### config.mk
export PLATFORM = sky130hd
export DESIGN_NAME = cw305_crypt_sequencer_flat
export DESIGN_NICKNAME = d
export VERILOG_FILES = /design/src/rtl/cw305_crypt_sequencer_pkg.sv /design/src/rtl/cw305_crypt_sequencer_if.sv /design/src/rtl/cw305_crypt_sequencer_watchdog.sv /design/src/rtl/cw305_crypt_sequencer.sv /design/src/flat_wrapper.sv
export SDC_FILE = /design/constraint.sdc
export NUM_CORES = 1
export LEC_CHECK = 0
export ABC_AREA = 1
export CAP_MARGIN = 10
export CORE_AREA = 2 2 313 315
export CTS_CLUSTER_SIZE = 40
export DETAILED_ROUTE_END_ITERATION = 10
export DIE_AREA = 0 0 315 317
export GPL_TIMING_DRIVEN = 0
export HOLD_SLACK_MARGIN = 0.15
export PLACE_DENSITY = 0.37
export SLEW_MARGIN = 30
export SYNTH_ARGS = -nofsm -noshare
export SYNTH_HDL_FRONTEND = slang
export SYNTH_SLANG_ARGS = --single-unit
export TNS_END_PERCENT = 5
### constraint.sdc
create_clock -name crypto_clk -period 3.3 [get_ports crypto_clk]
set_clock_uncertainty 0.05 [all_clocks]
set_input_delay 0.66 -clock crypto_clk [delete_from_list [all_inputs] [get_ports crypto_clk]]
set_output_delay 0.66 -clock crypto_clk [all_outputs]
set_load 0.05 [all_outputs]
### src/rtl/cw305_crypt_sequencer_pkg.sv
// Shared types and defaults for the CW305 crypt sequencer: FSM state enum,
// default datapath widths and {ready, busy, done} status encodings.
package cw305_crypt_pkg;

  localparam int unsigned DEF_PT_WIDTH      = 128;
  localparam int unsigned DEF_CT_WIDTH      = 128;
  localparam int unsigned DEF_KEY_WIDTH     = 128;
  localparam int unsigned DEF_TIMEOUT_WIDTH = 16;
  localparam int unsigned DEF_CNT_WIDTH     = 8;

  typedef enum logic [2:0] {
    ST_IDLE,
    ST_LOAD,
    ST_ARM,
    ST_RUN,
    ST_CAPTURE
  } crypt_state_t;

  // Status vectors are ordered {ready, busy, done}.
  localparam logic [2:0] STATUS_IDLE   = 3'b100;
  localparam logic [2:0] STATUS_ACTIVE = 3'b010;
  localparam logic [2:0] STATUS_DONE   = 3'b101;

endpackage

### src/rtl/cw305_crypt_sequencer_if.sv
// Load/busy handshake between the crypt sequencer (master) and a
// block-cipher core (slave).
interface cw305_crypt_sequencer_if
  import cw305_crypt_pkg::*;
#(
  parameter int unsigned pPT_WIDTH  = DEF_PT_WIDTH,
  parameter int unsigned pCT_WIDTH  = DEF_CT_WIDTH,
  parameter int unsigned pKEY_WIDTH = DEF_KEY_WIDTH
);
  logic                  O_core_load;
  logic [pKEY_WIDTH-1:0] O_core_key;
  logic [pPT_WIDTH-1:0]  O_core_data;
  logic                  I_core_busy;
  logic [pCT_WIDTH-1:0]  I_core_data;

  modport master (
    output O_core_load, O_core_key, O_core_data,
    input  I_core_busy, I_core_data
  );

  modport slave (
    input  O_core_load, O_core_key, O_core_data,
    output I_core_busy, I_core_data
  );
endinterface

### src/rtl/cw305_crypt_sequencer_watchdog.sv
// Cycle watchdog for the cipher handshake: clears on clr, counts while en,
// and flags err in the cycle the count reaches a nonzero limit.
module cw305_crypt_watchdog
  import cw305_crypt_pkg::*;
#(
  parameter int unsigned pTIMEOUT_WIDTH = DEF_TIMEOUT_WIDTH
) (
  input  logic                      crypto_clk,
  input  logic                      resetn,
  input  logic                      clr,
  input  logic                      en,
  input  logic [pTIMEOUT_WIDTH-1:0] limit,
  output logic                      err
);
  logic [pTIMEOUT_WIDTH-1:0] cnt;
  logic [pTIMEOUT_WIDTH-1:0] cnt_inc;

  // Saturate instead of wrapping so an exact-equality limit is never skipped.
  always_comb begin
    cnt_inc = cnt;
    if (cnt != '1) cnt_inc = cnt + pTIMEOUT_WIDTH'(1);
  end

  assign err = en && (limit != '0) && (cnt_inc == limit);

  always_ff @(posedge crypto_clk or negedge resetn) begin
    if (!resetn)  cnt <= '0;
    else if (clr) cnt <= '0;
    else if (en)  cnt <= cnt_inc;
  end
endmodule

### src/rtl/cw305_crypt_sequencer.sv
// Start/load/busy/capture sequencer for one block-cipher core with status,
// capture trigger and watchdog. Define CRYPT_SEQ_REPEAT_EN for chained repeat runs.
module cw305_crypt_sequencer
  import cw305_crypt_pkg::*;
#(
  parameter int unsigned pPT_WIDTH      = DEF_PT_WIDTH,
  parameter int unsigned pCT_WIDTH      = DEF_CT_WIDTH,
  parameter int unsigned pKEY_WIDTH     = DEF_KEY_WIDTH,
  parameter int unsigned pTIMEOUT_WIDTH = DEF_TIMEOUT_WIDTH
`ifdef CRYPT_SEQ_REPEAT_EN
  ,
  parameter int unsigned pCNT_WIDTH     = DEF_CNT_WIDTH
`endif
) (
  input  logic                      crypto_clk,
  input  logic                      resetn,
  input  logic                      I_start,
  input  logic [pKEY_WIDTH-1:0]     I_key,
  input  logic [pPT_WIDTH-1:0]      I_textin,
  input  logic [pTIMEOUT_WIDTH-1:0] I_timeout,
`ifdef CRYPT_SEQ_REPEAT_EN
  input  logic [pCNT_WIDTH-1:0]     I_repeat,
  output logic [pCNT_WIDTH-1:0]     O_run_cnt,
`endif
  cw305_crypt_sequencer_if.master   core_if,
  output logic [pCT_WIDTH-1:0]      O_cipherout,
  output logic                      O_ready,
  output logic                      O_busy,
  output logic                      O_done,
  output logic                      O_timeout_err,
  output logic                      O_trigger
);
  crypt_state_t state;
  logic [2:0]   status;
  logic         wd_clr;
  logic         wd_en;
  logic         wd_err;
  logic         last_run;

  assign {O_ready, O_busy, O_done} = status;
  assign wd_clr = (state == ST_LOAD);
  assign wd_en  = (state == ST_ARM) || (state == ST_RUN);

  cw305_crypt_watchdog #(
    .pTIMEOUT_WIDTH(pTIMEOUT_WIDTH)
  ) u_watchdog (
    .crypto_clk(crypto_clk),
    .resetn    (resetn),
    .clr       (wd_clr),
    .en        (wd_en),
    .limit     (I_timeout),
    .err       (wd_err)
  );

`ifdef CRYPT_SEQ_REPEAT_EN
  logic [pCNT_WIDTH-1:0] run_tgt;
  logic [pCNT_WIDTH:0]   runs_after;

  assign runs_after = {1'b0, O_run_cnt} + (pCNT_WIDTH+1)'(1);
  assign last_run   = (runs_after >= {1'b0, run_tgt});
`else
  assign last_run = 1'b1;
`endif

  always_ff @(posedge crypto_clk or negedge resetn) begin
    if (!resetn) begin
      state               <= ST_IDLE;
      status              <= STATUS_IDLE;
      core_if.O_core_load <= 1'b0;
      core_if.O_core_key  <= '0;
      core_if.O_core_data <= '0;
      O_cipherout         <= '0;
      O_timeout_err       <= 1'b0;
      O_trigger           <= 1'b0;
`ifdef CRYPT_SEQ_REPEAT_EN
      O_run_cnt           <= '0;
      run_tgt             <= '0;
`endif
    end else begin
      core_if.O_core_load <= 1'b0;
      if (wd_err) begin
        state         <= ST_IDLE;
        status        <= STATUS_IDLE;
        O_timeout_err <= 1'b1;
        O_trigger     <= 1'b0;
      end else begin
        unique case (state)
          ST_IDLE: begin
            if (I_start) begin
              core_if.O_core_key  <= I_key;
              core_if.O_core_data <= I_textin;
              core_if.O_core_load <= 1'b1;
              status              <= STATUS_ACTIVE;
              O_timeout_err       <= 1'b0;
              O_trigger           <= 1'b1;
              state               <= ST_LOAD;
`ifdef CRYPT_SEQ_REPEAT_EN
              O_run_cnt           <= '0;
              run_tgt             <= (I_repeat == '0) ? pCNT_WIDTH'(1) : I_repeat;
`endif
            end
          end
          ST_LOAD: state <= ST_ARM;
          ST_ARM: begin
            if (core_if.I_core_busy) state <= ST_RUN;
          end
          ST_RUN: begin
            // Trigger drops only at the end of the final run so a chain stays one window.
            if (!core_if.I_core_busy) begin
              state <= ST_CAPTURE;
              if (last_run) O_trigger <= 1'b0;
            end
          end
          ST_CAPTURE: begin
            O_cipherout <= core_if.I_core_data;
`ifdef CRYPT_SEQ_REPEAT_EN
            O_run_cnt   <= runs_after[pCNT_WIDTH-1:0];
`endif
            if (last_run) begin
              status <= STATUS_DONE;
              state  <= ST_IDLE;
            end else begin
              core_if.O_core_data <= pPT_WIDTH'(core_if.I_core_data);
              core_if.O_core_load <= 1'b1;
              state               <= ST_LOAD;
            end
          end
          default: state <= ST_IDLE;
        endcase
      end
    end
  end
endmodule
### src/flat_wrapper.sv
// flat-port wrapper written by rule: the top's interface ports become plain ports
module cw305_crypt_sequencer_flat import cw305_crypt_pkg::*;
#(
  parameter int unsigned pPT_WIDTH      = DEF_PT_WIDTH,
  parameter int unsigned pCT_WIDTH      = DEF_CT_WIDTH,
  parameter int unsigned pKEY_WIDTH     = DEF_KEY_WIDTH,
  parameter int unsigned pTIMEOUT_WIDTH = DEF_TIMEOUT_WIDTH

)
  (crypto_clk, resetn, I_start, I_key, I_textin, I_timeout, O_cipherout, O_ready, O_busy, O_done, O_timeout_err, O_trigger, core_if_O_core_load, core_if_O_core_key, core_if_O_core_data, core_if_I_core_busy, core_if_I_core_data);
  cw305_crypt_sequencer_if #(.pPT_WIDTH(pPT_WIDTH), .pCT_WIDTH(pCT_WIDTH), .pKEY_WIDTH(pKEY_WIDTH)) core_if_i ();
  input  logic crypto_clk;
  input  logic resetn;
  input  logic I_start;
  input  logic [pKEY_WIDTH-1:0] I_key;
  input  logic [pPT_WIDTH-1:0] I_textin;
  input  logic [pTIMEOUT_WIDTH-1:0] I_timeout;
  output logic [pCT_WIDTH-1:0] O_cipherout;
  output logic O_ready;
  output logic O_busy;
  output logic O_done;
  output logic O_timeout_err;
  output logic O_trigger;
  output wire logic [$bits(core_if_i.O_core_load)-1:0] core_if_O_core_load;
  output wire logic [$bits(core_if_i.O_core_key)-1:0] core_if_O_core_key;
  output wire logic [$bits(core_if_i.O_core_data)-1:0] core_if_O_core_data;
  input wire logic [$bits(core_if_i.I_core_busy)-1:0] core_if_I_core_busy;
  input wire logic [$bits(core_if_i.I_core_data)-1:0] core_if_I_core_data;
  assign core_if_O_core_load = core_if_i.O_core_load;
  assign core_if_O_core_key = core_if_i.O_core_key;
  assign core_if_O_core_data = core_if_i.O_core_data;
  assign core_if_i.I_core_busy = core_if_I_core_busy;
  assign core_if_i.I_core_data = core_if_I_core_data;
  cw305_crypt_sequencer #(.pPT_WIDTH(pPT_WIDTH), .pCT_WIDTH(pCT_WIDTH), .pKEY_WIDTH(pKEY_WIDTH), .pTIMEOUT_WIDTH(pTIMEOUT_WIDTH)) u_core (.crypto_clk(crypto_clk), .resetn(resetn), .I_start(I_start), .I_key(I_key), .I_textin(I_textin), .I_timeout(I_timeout), .core_if(core_if_i), .O_cipherout(O_cipherout), .O_ready(O_ready), .O_busy(O_busy), .O_done(O_done), .O_timeout_err(O_timeout_err), .O_trigger(O_trigger));
endmodule
==> flow_metrics.tcl <==
set metrics [dict create \
    clock_power_share_pct 18.4 \
    hold_class "reg2reg" \
    detail_route.iter0.violations 583 \
    r2r_slack_ns 0.37 \
    worstPathCellList "clkbuf_1 -> nor2_1 -> inv_1 -> nor2_1 -> inv_2 -> nor2_4 -> clkbuf_1 -> clkbuf_1 -> nand2_1 -> nand2_1" \
    initial_core_util_pct 17.1 \
    cts_buffers 54 \
    power.switching_mw 16.5 \
    synth_seq_area_share_pct 62.2 \
    netlist_area_um2 16500 \
    fin_crit_ns 2.93 \
    powerDensity_nw_per_um2 1190 \
    finalSetupViolations 0 \
    grt_max_degree 78 \
    synth_edf_count 0 \
    min-delay-start "u_core.core_if.O_core_key[75]" \
    tightest_slew_ns 0.885 \
    crit_buf_inv 5 \
    synthArstFlopShare_pct 100 \
    hold_depth 2 \
    postSynthAreaPerCell_um2 9.55 \
    fillers 10200 \
    regToRegStartpoint "u_core.state[2]" \
    seqPwrFrac_pct 26.1 \
    die_w_um 315 \
    ant_nets 0 \
    ys_types 29 \
    core-area_um2 96300 \
    cap_violations 0 \
    grt_pass1_vias 15800 \
    routed_wl_um 77100 \
    vias_per_cell 3.80 \
    cts_sinks 409 \
    hold_violations 0 \
    fin_cells 3900 \
    hpwl_um 61800 \
    cts_tree "built" \
    grt-ovfl-total 0 \
    clock_latency_ns 0.63 \
    synth_top_area_share_pct 62.0 \
    drtPass1Iterations 5 \
    intPower_mw 17.1 \
    peakVddDrop_uv 650 \
    nets 2985 \
    die_h_um 317 \
    clockBufferDepth 3 \
    synth_top_area_cell "dfrtp_1" \
    synth_nets 2129 \
    cts-root-buf "clkbuf_16" \
    vias 14800 \
    startpoint_type "flop" \
    port_buffers 793 \
    max_stage_delay_ns 0.62 \
    antenna_found_initial 14 \
    route.detailed.drc 0 \
    crit_required_ns 3.83 \
    placed_cells_incl_taps 3799 \
    wl_per_cell_um 19.8 \
    fmax_ghz 0.341 \
    drive_gt1_share_pct 10.5 \
    path_common_cell "clkbuf_1" \
    critical_path.top_delay_family "buffers and inverters" \
    place_congestion 0.819 \
    period_share_pct 88.9 \
    dieArea_um2 99900 \
    critPathKind "reg2reg" \
    ys_ff_latch 409 \
    cpMaxStageDelayCell "clkbuf_1" \
    path_max_fanout 10 \
    swShare_pct 49.1 \
    grt_first_pass_wirelength_um 109000 \
    leakage_nw 12.9 \
    synth.area.top_cells "dfrtp_1 62%, nand2_1 20%, mux2_2 8.8%" \
    endpoint_kind "flop" \
    ios 794 \
    p_total_mw 33.5 \
    yosys_warnings 0 \
    multi_input_area_um2 5700 \
    htreeDepth 2 \
    cp.arrival_ns 3.47 \
    worstRegToRegCells 10 \
    seq_area_um2 10200 \
    syn_to_final_growth_pct 70.4 \
    rows 114 \
    outcome "finished, final reports clean" \
    clk_pin_slew_worst_paths_ns 0.06 \
    r2r_end "u_core.core_if.O_core_key[116]" \
    track_usage_pct 15.0 \
    synth-main-ff-cell "dfrtp_1" \
    syn_inst 1724 \
    final_max_slew_viol_count 0 \
    slew_headroom_pct 40.8 \
    pwr-share-comb_pct 55.5 \
    hold_end "u_core.core_if.O_core_key[75]" \
    rsz0062_at_grt "no" \
]
-- layer usage --
| layer | GRT usage [%] | vias up | part of all wire [%] |
|---|---|---|---|
| li1 | - | 7104 | - |
| met1 | 16.5 | 7118 | 38 |
| met2 | 26.4 | 492 | 51 |
| met3 | 5.24 | 100 | 8.2 |
| met4 | 5.55 | 14 | 3.0 |
| met5 | 0 | - | 0.11 |
-- kinds of logic (layout without fill, tap and decap cells) --
| logic type | Yosys count | after routing | synth area share [%] |
|---|---|---|---|
| AND/OR/NAND/NOR | 1028 | 1028 | 24.8 |
| flip-flops | 409 | 409 | 62.2 |
| buffers and inverters | 132 | 1027 | 3.27 |
| multiplexers | 128 | 128 | 8.76 |
| AO/OA/AOI/OAI | 22 | 22 | 0.722 |
| XOR/XNOR | 4 | 4 | 0.213 |
| adder cells (fa/ha/maj) | 1 | 1 | 0.0760 |
| other | 0 | 5 | 0 |
-- what timing repair did --
item / 4_1_cts / 5_1_grt
hold buffers: 1 / 0
buffers inserted: 0 / 0
endpoints found under the hold margin: 52 / 0
endpoints found under the setup margin: 1 / 0
resized for setup: 1 / 0
-- worst min-delay path: cells and delay by family, from the launching register on --
family / cells / cell delay, ns
AND/OR/NAND/NOR: 2 / 0.09
flip-flops: 1 / 0.33
-- how the worst max path moves through the flow --
stage                                  start                              to  slack (ns)  cells past startpoint
floorplan           u_core.u_watchdog.cnt[0]                u_core.O_trigger        1.15                     17
global placement                      resetn          u_core.O_cipherout[33]      -18.44                      1
detailed placement                   I_start  u_core.core_if.O_core_key[116]       -0.29                      7
CTS                          u_core.state[1]          u_core.O_cipherout[93]        0.18                      6
global route                 u_core.state[2]  u_core.core_if.O_core_key[116]        0.12                     10
finish                       u_core.state[2]  u_core.core_if.O_core_key[116]        0.37                     10
-- synth_stat cells, types with 2 or more instances --
cell type and count:
nand2_1 892, dfrtp_1 408, mux2_2 128, nor2_1 52
inv_1 50, nand3_1 47, clkbuf_1 46, buf_2 22
o21ai_0 15, nand4_1 11, nand3_2 10, buf_1 7
o22ai_1 4, inv_2 3, nand2_2 3, nor2_2 3
nor2_4 3, nor3_1 3, xor2_1 3, buf_6 2
clkinv_1 2, nand2_4 2, nand4_2 2
-- metrics by stage --
stage | setup slack (ns) | util, % | cell area [um2] | hold slack [ns] | TNS (ns)
after floorplan | 1.15 | - | 16500 | 0.314 | 0
after global placement | -18.44 | 27.0 | 26000 | 0.405 | -7573.90
after detailed placement | -0.289 | 27.2 | 26200 | 0.407 | -12.29
after CTS | 0.180 | 29.1 | 28000 | 0.391 | 0
after global routing | 0.119 | 29.1 | 28000 | 0.433 | 0
final | 0.367 | 29.1 | 28100 | 0.415 | 0
-- sequential cells by signal, indices dropped and copies added (netlist names) --
signal and flops:
u_core.O_cipherout 128, u_core.O_timeout_err 1, u_core.O_trigger 1, u_core.core_if.O_core_data 128
u_core.core_if.O_core_key 128, u_core.core_if.O_core_load 1, u_core.state 3, u_core.status 3
u_core.u_watchdog.cnt 16
-- cell type report --
type                       count  area share [%]
multi-input combinational   1183            20.3
clock buffer                  81            5.79
inverter                      55           0.736
antenna                        5          0.0446
buffer                        77            1.20
timing repair buffer         800            28.9
sequential                   409            36.5
clock inverter                14           0.798
tap                         1276            5.69
-- power by group through the flow --
| stage | Clock, mW | Sequential [mW] | Combinational (mW) |
|---|---|---|---|
| after floorplan | 0 | 16.6 | 3.40 |
| after detailed placement | 0 | 8.81 | 18.9 |
| final | 6.17 | 8.76 | 18.6 |
| after global routing | 6.63 | 9.06 | 19.6 |
| after CTS | 6.46 | 8.77 | 18.9 |
| after global placement | 0 | 8.80 | 18.9 |
-- placed cells by master (no fill, tap or decap), types with 2 or more instances in the layout --
cell and instances:
o21ai_0 15, nor2_2 3, nand2_1 892, dfrtp_1 408, clkinv_2 7, clkdlybuf4s50_1 792
diode_2 5, nor2_1 51, o22ai_1 4, nand2_4 2, xor2_1 3, buf_16 6
buf_1 7, clkinv_1 2, nor3_1 3, clkbuf_1 54, nand3_2 10, nand4_1 11
inv_1 50, buf_2 22, clkbuf_16 56, clkbuf_2 4, mux2_2 128, buf_6 2
inv_2 3, nand3_1 47, nand4_2 2, nand2_2 3, nor2_4 4, clkbuf_8 13
bufinv_16 5
Note: power is estimated with default switching activity, not from simulation.
